[config.mk]
export PLATFORM = sky130hd
export DESIGN_NAME = alarm_trigger
export DESIGN_NICKNAME = d
export VERILOG_FILES = /design/src/rtl/chrono_pkg.sv /design/src/rtl/sec_countdown.sv /design/src/rtl/alarm_trigger.sv
export SDC_FILE = /design/constraint.sdc
export NUM_CORES = 1
export LEC_CHECK = 0
export CAP_MARGIN = 0
export CORE_MARGIN = 4
export CORE_UTILIZATION = 43
export CTS_CLUSTER_SIZE = 12
export DETAILED_ROUTE_END_ITERATION = 16
export GPL_TIMING_DRIVEN = 1
export PLACE_DENSITY_LB_ADDON = 0.1
export SETUP_SLACK_MARGIN = 0.05
export SLEW_MARGIN = 20
export SYNTH_ARGS = -nofsm -noshare
export SYNTH_HDL_FRONTEND = slang
export SYNTH_SLANG_ARGS = --single-unit
export TNS_END_PERCENT = 5
[constraint.sdc]
create_clock -name CLK -period 1.9 [get_ports CLK]
set_input_delay 0.475 -clock CLK [delete_from_list [all_inputs] [get_ports CLK]]
set_output_delay 0.475 -clock CLK [all_outputs]
set_load 0.05 [all_outputs]
[src/rtl/chrono_pkg.sv]
// Shared clock/alarm types: FSM states, time field widths and range limits.
// Used by alarm_trigger and the second-countdown helper.
package chrono_pkg;

  typedef enum logic [1:0] {
    IDLE,
    ARMED,
    RINGING,
    SNOOZING
  } state_t;

  localparam int HOUR_W   = 5;
  localparam int MIN_W    = 6;
  localparam int SEC_W    = 6;
  localparam int CNT_W    = 16;
  localparam int MAX_HOUR = 23;
  localparam int MAX_MIN  = 59;

  function automatic logic time_ok(
    input logic [HOUR_W-1:0] h,
    input logic [MIN_W-1:0]  m
  );
    return (h <= HOUR_W'(MAX_HOUR)) && (m <= MIN_W'(MAX_MIN));
  endfunction

endpackage

[src/rtl/sec_countdown.sv]
// 16-bit seconds down-counter: load wins over tick, saturates at zero,
// done is a registered pulse on the tick that reaches zero.
module sec_countdown
  import chrono_pkg::*;
(
  input  logic             clk,
  input  logic             rst_n,
  input  logic             load,
  input  logic [CNT_W-1:0] value,
  input  logic             tick,
  output logic [CNT_W-1:0] count,
  output logic             done
);

  always_ff @(posedge clk or negedge rst_n) begin
    if (!rst_n) begin
      count <= '0;
      done  <= 1'b0;
    end else begin
      done <= 1'b0;
      if (load) begin
        count <= value;
      end else if (tick && count != '0) begin
        count <= count - 1'b1;
        done  <= (count == CNT_W'(1));
      end
    end
  end

endmodule

[src/rtl/alarm_trigger.sv]
// Alarm compare/ring/snooze controller driving the piezo ALARM level.
// Snooze support is built only when ALARM_SNOOZE_EN is defined.
module alarm_trigger
  import chrono_pkg::*;
#(
  parameter int RING_SECONDS   = 60,
  parameter int SNOOZE_SECONDS = 300,
  parameter int MAX_SNOOZE     = 3,
  parameter int DEFAULT_HOUR   = 7,
  parameter int DEFAULT_MIN    = 0
) (
  input  logic              CLK,
  input  logic              RESETN,
  input  logic              TICK_1HZ,
  input  logic [HOUR_W-1:0] CUR_HOUR,
  input  logic [MIN_W-1:0]  CUR_MIN,
  input  logic [SEC_W-1:0]  CUR_SEC,
  input  logic [HOUR_W-1:0] SET_HOUR,
  input  logic [MIN_W-1:0]  SET_MIN,
  input  logic              SET_LOAD,
  input  logic              ALARM_EN,
  input  logic              BTN_STOP,
  input  logic              BTN_SNOOZE,
  output logic              ALARM,
  output logic              SNOOZE_ACTIVE,
  output logic [2:0]        SNOOZE_LEFT,
  output logic [HOUR_W-1:0] ALARM_HOUR,
  output logic [MIN_W-1:0]  ALARM_MIN
);

  localparam logic [CNT_W-1:0] RING_V = CNT_W'(RING_SECONDS);

  state_t           state;
  state_t           nxt;
  logic             match;
  logic             match_q;
  logic             trig;
  logic             set_ok;
  logic             cnt_load;
  logic             cnt_tick;
  logic [CNT_W-1:0] cnt_val;
  logic [CNT_W-1:0] cnt;
  logic             done;

`ifdef ALARM_SNOOZE_EN
  localparam logic [CNT_W-1:0] SNZ_V   = CNT_W'(SNOOZE_SECONDS);
  localparam logic [2:0]       SNZ_MAX = 3'(MAX_SNOOZE);
  logic [2:0] left;
  logic [2:0] left_nxt;
`else
  localparam int unused_cfg = SNOOZE_SECONDS + MAX_SNOOZE;
  logic unused_snooze;
  assign unused_snooze = BTN_SNOOZE;
`endif

  assign match = (CUR_HOUR == ALARM_HOUR)
               & (CUR_MIN == ALARM_MIN)
               & (CUR_SEC == '0);
  assign trig   = match & ~match_q;
  assign set_ok = SET_LOAD & time_ok(SET_HOUR, SET_MIN);

  sec_countdown u_cnt (
    .clk   (CLK),
    .rst_n (RESETN),
    .load  (cnt_load),
    .value (cnt_val),
    .tick  (cnt_tick),
    .count (cnt),
    .done  (done)
  );

  always_comb begin
    nxt      = state;
    cnt_load = 1'b0;
    cnt_val  = RING_V;
    cnt_tick = 1'b0;
`ifdef ALARM_SNOOZE_EN
    left_nxt = left;
`endif
    if (!ALARM_EN) begin
      nxt = IDLE;
    end else if (set_ok && (state == RINGING || state == SNOOZING)) begin
      nxt = ARMED;
`ifdef ALARM_SNOOZE_EN
      left_nxt = SNZ_MAX;
`endif
    end else begin
      unique case (state)
        IDLE: nxt = ARMED;
        ARMED: begin
          if (trig) begin
            nxt      = RINGING;
            cnt_load = 1'b1;
`ifdef ALARM_SNOOZE_EN
            left_nxt = SNZ_MAX;
`endif
          end
        end
        RINGING: begin
          if (BTN_STOP) begin
            nxt = ARMED;
`ifdef ALARM_SNOOZE_EN
          end else if (BTN_SNOOZE && left != 3'd0) begin
            nxt      = SNOOZING;
            cnt_load = 1'b1;
            cnt_val  = SNZ_V;
            left_nxt = left - 3'd1;
`endif
          end else if (done) begin
            nxt = ARMED;
          end else begin
            cnt_tick = TICK_1HZ && (cnt != '0);
          end
        end
`ifdef ALARM_SNOOZE_EN
        SNOOZING: begin
          if (BTN_STOP) begin
            nxt = ARMED;
          end else if (done) begin
            nxt      = RINGING;
            cnt_load = 1'b1;
          end else begin
            cnt_tick = TICK_1HZ && (cnt != '0);
          end
        end
`endif
        default: nxt = IDLE;
      endcase
    end
  end

  always_ff @(posedge CLK or negedge RESETN) begin
    if (!RESETN) begin
      state      <= IDLE;
      ALARM      <= 1'b0;
      match_q    <= 1'b0;
      ALARM_HOUR <= HOUR_W'(DEFAULT_HOUR);
      ALARM_MIN  <= MIN_W'(DEFAULT_MIN);
    end else begin
      state   <= nxt;
      ALARM   <= (nxt == RINGING);
      match_q <= match;
      if (ALARM_EN && set_ok) begin
        ALARM_HOUR <= SET_HOUR;
        ALARM_MIN  <= SET_MIN;
      end
    end
  end

`ifdef ALARM_SNOOZE_EN
  always_ff @(posedge CLK or negedge RESETN) begin
    if (!RESETN) begin
      SNOOZE_ACTIVE <= 1'b0;
      left          <= SNZ_MAX;
    end else begin
      SNOOZE_ACTIVE <= (nxt == SNOOZING);
      left          <= left_nxt;
    end
  end

  assign SNOOZE_LEFT = left;
`else
  assign SNOOZE_ACTIVE = 1'b0;
  assign SNOOZE_LEFT   = 3'd0;
`endif

endmodule

==> run metrics <==
layout cells sized above 1=39.5%; Power Density=662 nW/um^2; Worst-Skew Late Latency=0.28 ns; nets=285; register area=806 sq um; Pleak=1.26 nW; register area share after synthesis=45.0%; R2R Path Start=u_cnt.count[4]$_DFFE_PN0P_; initial antenna violation count=0; Yosys cell types=38; core outline area=4000 sq um; drt total wl=4450 um; post-synthesis mux area share=7.55%; Max Slew Vio Count=0; adder-cell area share of the yosys netlist=2.10%; Arrival @ worst endpoint=2.13 ns; Vias/cell=5.25; CTS root buffer=clkbuf_8; Worst Setup Start Kind=flop; Syn. warnings=0; register bit count reported by yosys=32; Placer Congestion=0.843; CTS sink cnt=32; die width=72.5 um; fmax=0.507 GHz; initial DRC count=66; CP Capture Type=flop; outcome=complete, but fails checks; commonest non-fill, non-tap cell in the layout=buf_4; Compound-Gate Fraction of Synth Area=9.79%; Rows=23; XOR/XNOR Fraction of Synth Area=10.8%; Hold Vio Cnt, Final=0; Port-buffer cells=45; final worst slack=-0.0740 ns; total power=1.83 mW; FF-to-FF End=u_cnt.count[4]$_DFFE_PN0P_; CTS tree=done; number of global-route vias before repair=1686; detailed placement HPWL=3260 um; # DRC=0; peak supply drop=659 uV; failing checks=setup timing; Post-Syn Area per Cell=10.9 sq um; global-route usage over all layers=18.1%; Vias=1565; HP Class=reg -> reg; synthesized netlist cell count=164; fill cell count=314; CTS buffer count=5; Simple-Gate Fraction of Synth Area=21.2%; Final Cycle Share=104%; drt pass-1 iters=6; pre-CTS setup slack=-0.490 ns; clock buffer depth=2; internal cell power=1.25 mW; dpl cell area=2570 sq um; grt ovf=0; combinational power share=27.4%; H-tree depth=2; Worst-path clk slew=0.07 ns; Detail Route Antenna Nets=0; fin area=2760 sq um; Crit Path Class=reg -> reg; R2R setup slack=-0.07 ns; Sw Ratio=31.5%; DR WL/cell=14.9 um; main combinational cell family by area after synthesis=simple AND/OR/NAND/NOR gates; Syn-to-layout area delta=54.2%; die area=5260 sq um; worst-path maximum fanout=4; clock period minus worst slack=1.97 ns; Die H=72.5 um; Sequential Power Share=43.2%; worst hold path endpoint=ALARM_MIN[4]$_DFFE_PN0P_; max-cap violation count=0; synthesized area=1790 sq um; min-delay src=ALARM_MIN[4]$_DFFE_PN0P_; most frequent cells in the layout=41 x buf_4, 28 x dfrtp_1, 20 x clkdlybuf4s50_1; post-route setup TNS=-0.107 ns; pin count of the biggest net entering global routing=33; R2R depth=6; first-pass GRT wire length=7330 um; Req. time, crit path=2.06 ns; Initial Utilization=44.7%; diode count=0; hold depth=1; multi-input logic area=1030 sq um; Clk pwr share=29.3%; # setup viols final=3; sw power=0.575 mW; I/O pin cnt=51; Clock Skew=0.00800 ns; unrepaired setup endpoints after global routing=yes
-- worst max path at each step --
stage                                      end                        from  cells past startpoint
floorplan           u_cnt.count[3]$_DFFE_PN0P_  u_cnt.count[2]$_DFFE_PN0P_                      6
global placement    u_cnt.count[4]$_DFFE_PN0P_                    BTN_STOP                      6
detailed placement  u_cnt.count[4]$_DFFE_PN0P_                    BTN_STOP                      6
CTS                 u_cnt.count[4]$_DFFE_PN0P_  u_cnt.count[4]$_DFFE_PN0P_                      6
global route        u_cnt.count[4]$_DFFE_PN0P_  u_cnt.count[4]$_DFFE_PN0P_                      6
finish              u_cnt.count[4]$_DFFE_PN0P_  u_cnt.count[4]$_DFFE_PN0P_                      6
-- repair_timing --
| action | in CTS | in global routing |
|---|---|---|
| pin swaps | 14 | 8 |
| endpoints found under the hold margin | 0 | 0 |
| setup buffers | 0 | 0 |
| endpoints found under the setup margin | 20 | 19 |
| hold buffers | 0 | 0 |
| gates resized for setup | 22 | 11 |
-- power by group through the flow --
stage,Clock (mW),Sequential (mW),Combinational [mW]
after floorplan,0,0.949,0.123
after global placement,0,0.797,0.502
after detailed placement,0,0.800,0.505
after CTS,0.558,0.789,0.508
after global routing,0.590,0.796,0.527
final,0.536,0.789,0.501
-- critical path: stages (launching register included) --
cell       delay (ns)
dfrtp_1          0.38
or3_1            0.39
or3_4            0.39
o2111ai_4        0.22
buf_6            0.14
nor2_2           0.03
or3_1            0.30
-- per-layer routing --
metal | part of all wire (%) | global-route usage [%] | up-vias
li1 | - | - | 747
met2 | 55 | 33.7 | 50
met3 | 5.8 | 5.40 | 4
met1 | 39 | 19.3 | 764
met5 | 0 | 0 | -
met4 | 0.74 | 5.94 | 0
-- flip-flops by register name, indices dropped and copies added, names as in the netlist --
| signal | count |
|---|---|
| ALARM | 1 |
| ALARM_HOUR | 5 |
| ALARM_MIN | 6 |
| match_q | 1 |
| state | 2 |
| u_cnt.count | 16 |
| u_cnt.done | 1 |
-- cell type report --
class,instances,area share (%)
multi-input combinational,123,37.4
clock inverter,2,0.363
inverter,4,0.544
timing repair buffer,81,27.2
tap,50,2.27
sequential,32,29.2
clock buffer,6,2.99
-- through the flow --
step	utilization [%]	hold slack, ns	std cells
finish	69.0	0.568	298
floorplan	-	0.179	167
CTS	67.7	0.566	298
global route	69.0	0.582	298
global placement	64.2	0.542	290
detailed placement	64.2	0.549	290
-- logic make-up after synthesis --
kind of cell / after synthesis
and+or+nand+nor: 66
DFF: 32
xor gates and xnor gates: 22
AOI/OAI and AO/OA: 16
muxes: 12
buffers and inverters: 12
adders and majority gates: 3
other: 1
-- synth_stat cells --
master | number | share of area (%)
nor3_1 | 5 | 1.4
dfstp_2 | 3 | 4.4
xor2_1 | 17 | 8.3
a311oi_1 | 1 | 0.49
a2111oi_2 | 1 | 0.84
a41oi_1 | 2 | 0.98
or3_4 | 2 | 1.3
ha_1 | 3 | 2.1
nor2_1 | 19 | 4.0
dfrtp_1 | 29 | 41
conb_1 | 1 | 0.21
clkbuf_2 | 1 | 0.28
o211ai_2 | 1 | 0.70
or3_1 | 5 | 1.7
nand4_2 | 1 | 0.70
nand4_1 | 6 | 2.1
xnor2_1 | 5 | 2.4
or4_1 | 1 | 0.42
nand4b_1 | 2 | 0.98
nor4_1 | 5 | 1.7
clkbuf_1 | 3 | 0.63
o31a_1 | 1 | 0.49
o21a_1 | 4 | 1.7
nand2_1 | 6 | 1.3
nand3_1 | 7 | 2.0
or2_2 | 1 | 0.35
nor2_2 | 1 | 0.35
inv_1 | 4 | 0.84
mux2_2 | 12 | 7.6
o21ai_0 | 1 | 0.28
o2111ai_4 | 2 | 2.9
o31ai_1 | 1 | 0.42
buf_4 | 4 | 1.7
nand2b_1 | 1 | 0.35
or3b_2 | 1 | 0.49
a31oi_2 | 1 | 0.70
nor4_2 | 3 | 2.1
a21oi_1 | 1 | 0.28
Power figures use the tool's default switching activity.
